### config.mk
export PLATFORM = sky130hd
export DESIGN_NAME = count_capture_flat
export DESIGN_NICKNAME = d
export VERILOG_FILES = /design/src/rtl/count_capture_if.sv /design/src/rtl/count_capture.sv /design/src/flat_wrapper.sv
export SDC_FILE = /design/constraint.sdc
export NUM_CORES = 1
export LEC_CHECK = 0
export ABC_AREA = 1
export CAP_MARGIN = 20
export CORE_UTILIZATION = 25
export DETAILED_ROUTE_END_ITERATION = 10
export PLACE_DENSITY = 0.46
export RECOVER_POWER = 25
export SYNTH_ARGS = -nofsm -noshare
export SYNTH_HDL_FRONTEND = slang
export SYNTH_SLANG_ARGS = --single-unit
### constraint.sdc
create_clock -name clk -period 5 [get_ports clk]
set_input_delay 0.5 -clock clk [delete_from_list [all_inputs] [get_ports clk]]
set_output_delay 0.5 -clock clk [all_outputs]
set_load 0.02 [all_outputs]
### src/rtl/count_capture_if.sv
// count_capture_if: snapshot read handshake
// Carries the read-side valid/ready/data bundle of count_capture.
interface count_capture_if #(
  parameter int W = 16
);
  logic         rd_ready;
  logic         rd_valid;
  logic [W-1:0] rd_data;

  modport master (
    input  rd_ready,
    output rd_valid,
    output rd_data
  );

  modport slave (
    output rd_ready,
    input  rd_valid,
    input  rd_data
  );
endinterface

### src/rtl/count_capture.sv
// count_capture: high-byte extension of count8_ld plus snapshot FIFO
// Optional macro COUNT_CAPTURE_OVWR_EN: a push into a full FIFO overwrites the oldest entry.
module count_capture #(
  parameter int DEPTH = 4,
  parameter int HI_W  = 8
) (
  input  logic                     clk,
  input  logic                     rst,
  input  logic [7:0]               q,
  input  logic                     co,
  input  logic                     cap,
  input  logic                     clr,
  count_capture_if.master          rd,
  output logic [$clog2(DEPTH):0]   level,
  output logic [HI_W-1:0]          hi,
  output logic                     lost
);
  localparam int AW = $clog2(DEPTH);
  localparam int LW = AW + 1;
  localparam int DW = HI_W + 8;

`ifdef COUNT_CAPTURE_OVWR_EN
  localparam bit OVWR = 1'b1;
`else
  localparam bit OVWR = 1'b0;
`endif

  logic [DW-1:0] mem [DEPTH];
  logic [AW-1:0] wr_ptr;
  logic [AW-1:0] rd_ptr;
  logic [LW-1:0] cnt;

  logic full;
  logic empty;
  logic pop;
  logic ovf;
  logic wr_en;
  logic rd_adv;

  // Handshake and push/pop decisions from registered state only
  always_comb begin
    full   = (cnt == LW'(DEPTH));
    empty  = (cnt == '0);
    pop    = !empty && rd.rd_ready;
    ovf    = cap && full && !pop;
    wr_en  = cap && (!ovf || OVWR);
    rd_adv = pop || (ovf && OVWR);
  end

  // High counter driven by the counter carry; clear wins
  always_ff @(posedge clk) begin
    if (rst) begin
      hi <= '0;
    end else if (clr) begin
      hi <= '0;
    end else if (co) begin
      hi <= hi + HI_W'(1);
    end
  end

  // Snapshot storage; pre-edge {hi, q} is written
  always_ff @(posedge clk) begin
    if (!rst && wr_en) begin
      mem[wr_ptr] <= {hi, q};
    end
  end

  // Pointers, occupancy and sticky loss flag
  always_ff @(posedge clk) begin
    if (rst) begin
      wr_ptr <= '0;
      rd_ptr <= '0;
      cnt    <= '0;
      lost   <= 1'b0;
    end else begin
      if (wr_en) begin
        wr_ptr <= wr_ptr + AW'(1);
      end
      if (rd_adv) begin
        rd_ptr <= rd_ptr + AW'(1);
      end
      if (wr_en && !rd_adv) begin
        cnt <= cnt + LW'(1);
      end else if (!wr_en && rd_adv) begin
        cnt <= cnt - LW'(1);
      end
      if (ovf) begin
        lost <= 1'b1;
      end
    end
  end

  assign level       = cnt;
  assign rd.rd_valid = !empty;
  assign rd.rd_data  = empty ? '0 : mem[rd_ptr];

endmodule
### src/flat_wrapper.sv
// flat-port wrapper written by rule: the top's interface ports become plain ports
module count_capture_flat 
#(
  parameter int DEPTH = 4,
  parameter int HI_W  = 8
)
  (clk, rst, q, co, cap, clr, level, hi, lost, rd_rd_ready, rd_rd_valid, rd_rd_data);
  count_capture_if rd_i ();
  input  logic clk;
  input  logic rst;
  input  logic [7:0] q;
  input  logic co;
  input  logic cap;
  input  logic clr;
  output logic [$clog2(DEPTH):0] level;
  output logic [HI_W-1:0] hi;
  output logic lost;
  input wire logic [$bits(rd_i.rd_ready)-1:0] rd_rd_ready;
  output wire logic [$bits(rd_i.rd_valid)-1:0] rd_rd_valid;
  output wire logic [$bits(rd_i.rd_data)-1:0] rd_rd_data;
  assign rd_i.rd_ready = rd_rd_ready;
  assign rd_rd_valid = rd_i.rd_valid;
  assign rd_rd_data = rd_i.rd_data;
  count_capture #(.DEPTH(DEPTH), .HI_W(HI_W)) u_core (.clk(clk), .rst(rst), .q(q), .co(co), .cap(cap), .clr(clr), .rd(rd_i), .level(level), .hi(hi), .lost(lost));
endmodule
**Word level (Yosys, flattened, before mapping)**

Memories as Yosys holds them, arrays and structs flattened. A register that Yosys moved wholly into a read port is not among the register bits.
Cells that the tools add are included.

- Register bits: 16
- Bits in writable memories: 64
- Input bits: 14
- Memories kept: 1

Memory list:

| name | words | bits a word | read ports | clocked after memory_dff | wr ports | RTL line | text |
|---|---|---|---|---|---|---|---|
| u_core.mem | 4 | 16 | 1 | 1 | 1 | count_capture.sv:28 | `logic [DW-1:0] mem [DEPTH];` |

- $add $sub $neg: 5
- Equality and inequality tests: 1
- Muxes and demuxes: 7
- Reduce and logical (&&, ||, !) cells: 15

Operators with widths:

| kind | count |
|---|---|
| two-way mux 16 bit | 1 |
| adder 8 x 1 -> 8 bit, second input constant | 1 |
| logical AND 1 bit | 7 |
| two-way mux 3 bit | 2 |
| logical NOT 1 bit | 5 |
| adder 2 x 1 -> 2 bit, second input constant | 2 |
| two-way mux 2 bit | 2 |
| adder 3 x 1 -> 3 bit, second input constant | 1 |
| == test 3 bit, second input constant | 1 |
| logical NOT 3 bit | 1 |
| subtractor 3 x 1 -> 3 bit, second input constant | 1 |
| two-way mux 1 bit | 2 |
| nonzero test 2 bit | 1 |
| OR reduction 2 bit | 1 |

**Longest topological paths before layout**

- Word-level depth: 11
- Depth in mapped cells: 11

**Worst setup path after synthesis**

Ideal clock, no wire load.

- Path kind: flip-flop to flip-flop
- Start point: register u_core.cnt[0] (netlist: u_core.level[0])
- End point: memory u_core.mem[0][0] (netlist name) (enable)
- Library setup time: 0.389 ns
- Arrival time: 1.643 ns
- Setup slack: 2.969 ns
- Stages on the path, launching flop included: 5
- Clock period less this slack: 2.031 ns
- Cell sequence: dfxtp_1 > nor2_4 > a21boi_4 > nand2_1 > nor2_1

- Longest elaborated chain between the ends: 10
- Elaborated cells on any way between the ends: 12
- Those cells by class: eq/ne: 1; mux: 2; reduce/logical: 9

RTL lines:

| item | RTL line | text |
|---|---|---|
| from (decl) | count_capture.sv:31 | `logic [LW-1:0] cnt;` |
| from (signal assigned) | count_capture.sv:83 | `cnt <= cnt + LW'(1);` |
| from (signal assigned) | count_capture.sv:85 | `cnt <= cnt - LW'(1);` |
| logical NOT 3 bit | count_capture.sv:43 | `empty = (cnt == '0);` |
| logical NOT 1 bit | count_capture.sv:44 | `pop = !empty && rd.rd_ready;` |
| logical AND 1 bit | count_capture.sv:44 |  |
| logical NOT 1 bit | count_capture.sv:45 | `ovf = cap && full && !pop;` |
| logical AND 1 bit * | count_capture.sv:45 |  |
| logical NOT 1 bit * | count_capture.sv:46 | `wr_en = cap && (!ovf \|\| OVWR);` |
| logical AND 1 bit * | count_capture.sv:46 |  |
| logical AND 1 bit * | count_capture.sv:63 | `if (!rst && wr_en) begin` |
| two-way mux 1 bit * | count_capture.sv:63 |  |
| two-way mux 1 bit (not written as such) * | count_capture.sv:64 | `mem[wr_ptr] <= {hi, q};` |
| to (decl) | count_capture.sv:28 |  |

Every way passes the cells marked *; elsewhere a longest branch is shown, timed or not.

==> results.md <==
- Post-CTS Setup Inserts: 0
- Flops & latches, synth: 82
- Drt wl/cell: 13.4 um
- Die width: 119 um
- Initial Utilization: 25.8%
- Final slew viol count: 0
- Outcome: finished clean
- GP Congestion: 0.762
- Antenna violations before repair: 0
- Antenna diode count: 0
- Top area cells in the synthesized netlist: edfxtp_1, dfxtp_1, nor2_1
- Worst Tran Pin Value: 0.693 ns
- Setup CP Type: reg2out
- Worst Path Required: 4.50 ns
- Post-route cell area: 4340 sq um
- CTS H-tree depth: 3
- Clock skew: 0.00637 ns
- Worst path arrival time: 2.43 ns
- # IOs: 43
- Startpoint types: flop
- Filler cell count: 1374
- Synth-to-layout area growth: 26.1%
- PD cells: 496 nW/um^2
- Cts bufs inserted: 9
- Tmin final: 2.93 ns
- Fin Setup TNS: 0 ns
- Most Crowded Layer GR: met2
- Vias/cell: 4.19
- Fin crit share: 58.7%
- Worst-case clock buffer depth: 2
- Clk sink count: 82
- Die area: 14200 sq um
- Post-DP Area: 4030 sq um
- Crit-path max FO: 17
- PortBufs: 42
- Post-synthesis area per instance: 10.9 sq um
- Final Hold Viols: 0
- Clock Tree Root: clkbuf_16
- Routed vias: 2278
- Area of the mapped netlist: 3440 sq um
- Register area: 2280 sq um
- YS warnings: 0
- Largest net degree at the start of global routing: 34
- DRC: 0
- Dpl cells: 528
- CTS clk-pin slew, worst paths: 0.06 ns
- CTS tree: built
- Pre-CTS setup slack: 2.33 ns
- Met1 Track Usage GR: 14.3%
- Layout cells sized above 1: 9.51%
- Synth Net Count: 337
- HPWL Detailed: 4510 um
- CP Capture Type: primary output
- First-pass GRT wire length: 11700 um
- Clk Latency, worst-skew pair: 0.33 ns
- Area share of the largest cell type after synthesis: 55.8%
- Grt total ovfl: 0
- CTS Hold Bufs: 0
- M3 GR Usage: 1.96%
- Rows: 42
- Reg2reg setup slack: 3.02 ns
- GR Util All Layers: 10.8%
- Cells after synthesis: 316
- P_leak: 1.53 nW
- Multi-input gate area: 970 sq um
- Unrepaired setup endpoints after global routing: no
- PostCTS Resize Cnt: 0
- Setup ws final: 2.07 ns
- Slew margin rel.: 53.8%
- Fmax achieved: 341 MHz
- Top cell type by total area after synthesis: edfxtp_1
- Post-synth cell types: 29
- DRT antenna net count: 0
- Final wirelength: 7290 um
- Post-synthesis sequential area ratio: 66.3%
- Met2 Use GR: 17.1%
- Hold_ws: 0.459 ns
- Max Cap Viol: 0
- Worst VDD drop: 137 uV
- Vias in the first global route: 2286
- Initial DRC count: 162
- Pre-antenna DRT Iters: 4
- Fin nets: 384
- Core area: 13300 sq um
- # setup viols final: 0
- Die height: 119 um
- Finished Layout Cells: 544
- Min-delay worst type: reg2reg
cell usage after synthesis:
cell / number
dfxtp_1: 18
xor2_1: 1
nand2_1: 22
buf_4: 2
buf_6: 5
nand3_1: 8
nor3_1: 2
nor2_1: 86
nor3b_1: 1
o21ai_1: 4
clkbuf_2: 2
nand3_2: 1
fa_1: 1
edfxtp_1: 64
mux2i_1: 1
ha_1: 6
inv_4: 1
nand2_4: 1
nand2_2: 2
inv_1: 23
o21ai_0: 30
or2_2: 1
a21boi_4: 1
nand4_1: 2
a21oi_1: 22
nor2_2: 3
buf_2: 2
nor2_4: 2
inv_2: 2
metrics by stage:
stage	total power, mW	utilization [%]
final	2.15	32.5
after global routing	2.27	32.5
after CTS	2.18	32.5
after detailed placement	1.50	30.2
after global placement	1.50	30.2
after floorplan	1.24	-
path summary, 6_finish.rpt:
path / from / endpoint / depth (start not counted)
max reg2reg: u_core.level[0] / u_core.level[2] / 11
min: u_core.lost / u_core.lost / 2
max: flop / rd_rd_data[13] / 5
min reg2reg: u_core.lost / u_core.lost / 2
worst max-delay path, stage by stage (launching register included):
cell and delay, ns:
dfxtp_1 0.76, inv_4 0.22, nor2_1 0.14, o21ai_0 0.09
a21oi_1 0.24, clkdlybuf4s50_1 0.64
cells by family (layout without fill, tap and decap cells):
| group | count (synthesis) | after routing | share of synthesized area [%] |
|---|---|---|---|
| buffers and inverters | 37 | 89 | 5.56 |
| DFF | 82 | 82 | 66.3 |
| xor gates and xnor gates | 1 | 1 | 0.254 |
| muxes | 1 | 1 | 0.291 |
| AOI/OAI and AO/OA | 57 | 57 | 8.68 |
| and+or+nand+nor | 131 | 131 | 16.2 |
| adders and majority gates | 7 | 7 | 2.76 |
flip-flops by register name, summed over array words and instances (netlist names), named ones only:
signal and count:
u_core.level 3, u_core.hi 8, u_core.mem 64, u_core.rd_ptr 2
u_core.lost 1, u_core.wr_ptr 2
final cells by class:
| cell class | count | area share, % |
|---|---|---|
| clock inverters | 6 | 1.67 |
| repair buffers | 47 | 10.5 |
| flip-flops and latches | 82 | 52.6 |
| clock buffers | 10 | 5.50 |
| inverters | 26 | 2.31 |
| well taps | 176 | 5.07 |
| multi-input cells | 197 | 22.3 |
cell usage in the layout (no fill, tap or decap):
cell type | netlist | final
nor2_2 | 3 | 3
nand3_1 | 8 | 8
edfxtp_1 | 64 | 64
nand4_1 | 2 | 2
bufinv_16 | 0 | 1
clkinvlp_4 | 0 | 1
or2_2 | 1 | 1
inv_2 | 2 | 2
nor2_4 | 2 | 2
nand2_2 | 2 | 2
nand2_4 | 1 | 1
o21ai_0 | 30 | 30
inv_6 | 0 | 3
nand3_2 | 1 | 1
mux2i_1 | 1 | 1
xor2_1 | 1 | 1
nor2_1 | 86 | 86
clkinv_4 | 0 | 1
clkbuf_16 | 0 | 9
ha_1 | 6 | 6
nor3_1 | 2 | 2
inv_1 | 23 | 23
nand2_1 | 22 | 22
buf_4 | 2 | 5
o21ai_1 | 4 | 4
clkdlybuf4s50_1 | 0 | 39
a21oi_1 | 22 | 22
dfxtp_1 | 18 | 18
nor3b_1 | 1 | 1
dlygate4sd3_1 | 0 | 3
clkbuf_8 | 0 | 1
a21boi_4 | 1 | 1
fa_1 | 1 | 1
inv_4 | 1 | 1
routing by layer:
layer | wire, um | share of wire (%) | vias up
li1 | - | - | 1157
met1 | 3540 | 49 | 1066
met2 | 3390 | 46 | 44
met3 | 232 | 3.2 | 11
met4 | 128 | 1.8 | 0
met5 | 0 | 0 | -
where the power goes:
group	internal (mW)	switching, mW
clock	0.407	0.273
sequential	0.775	0.0336
combinational	0.262	0.403
total	1.44	0.709
Note: power is estimated with default switching activity, not from simulation.
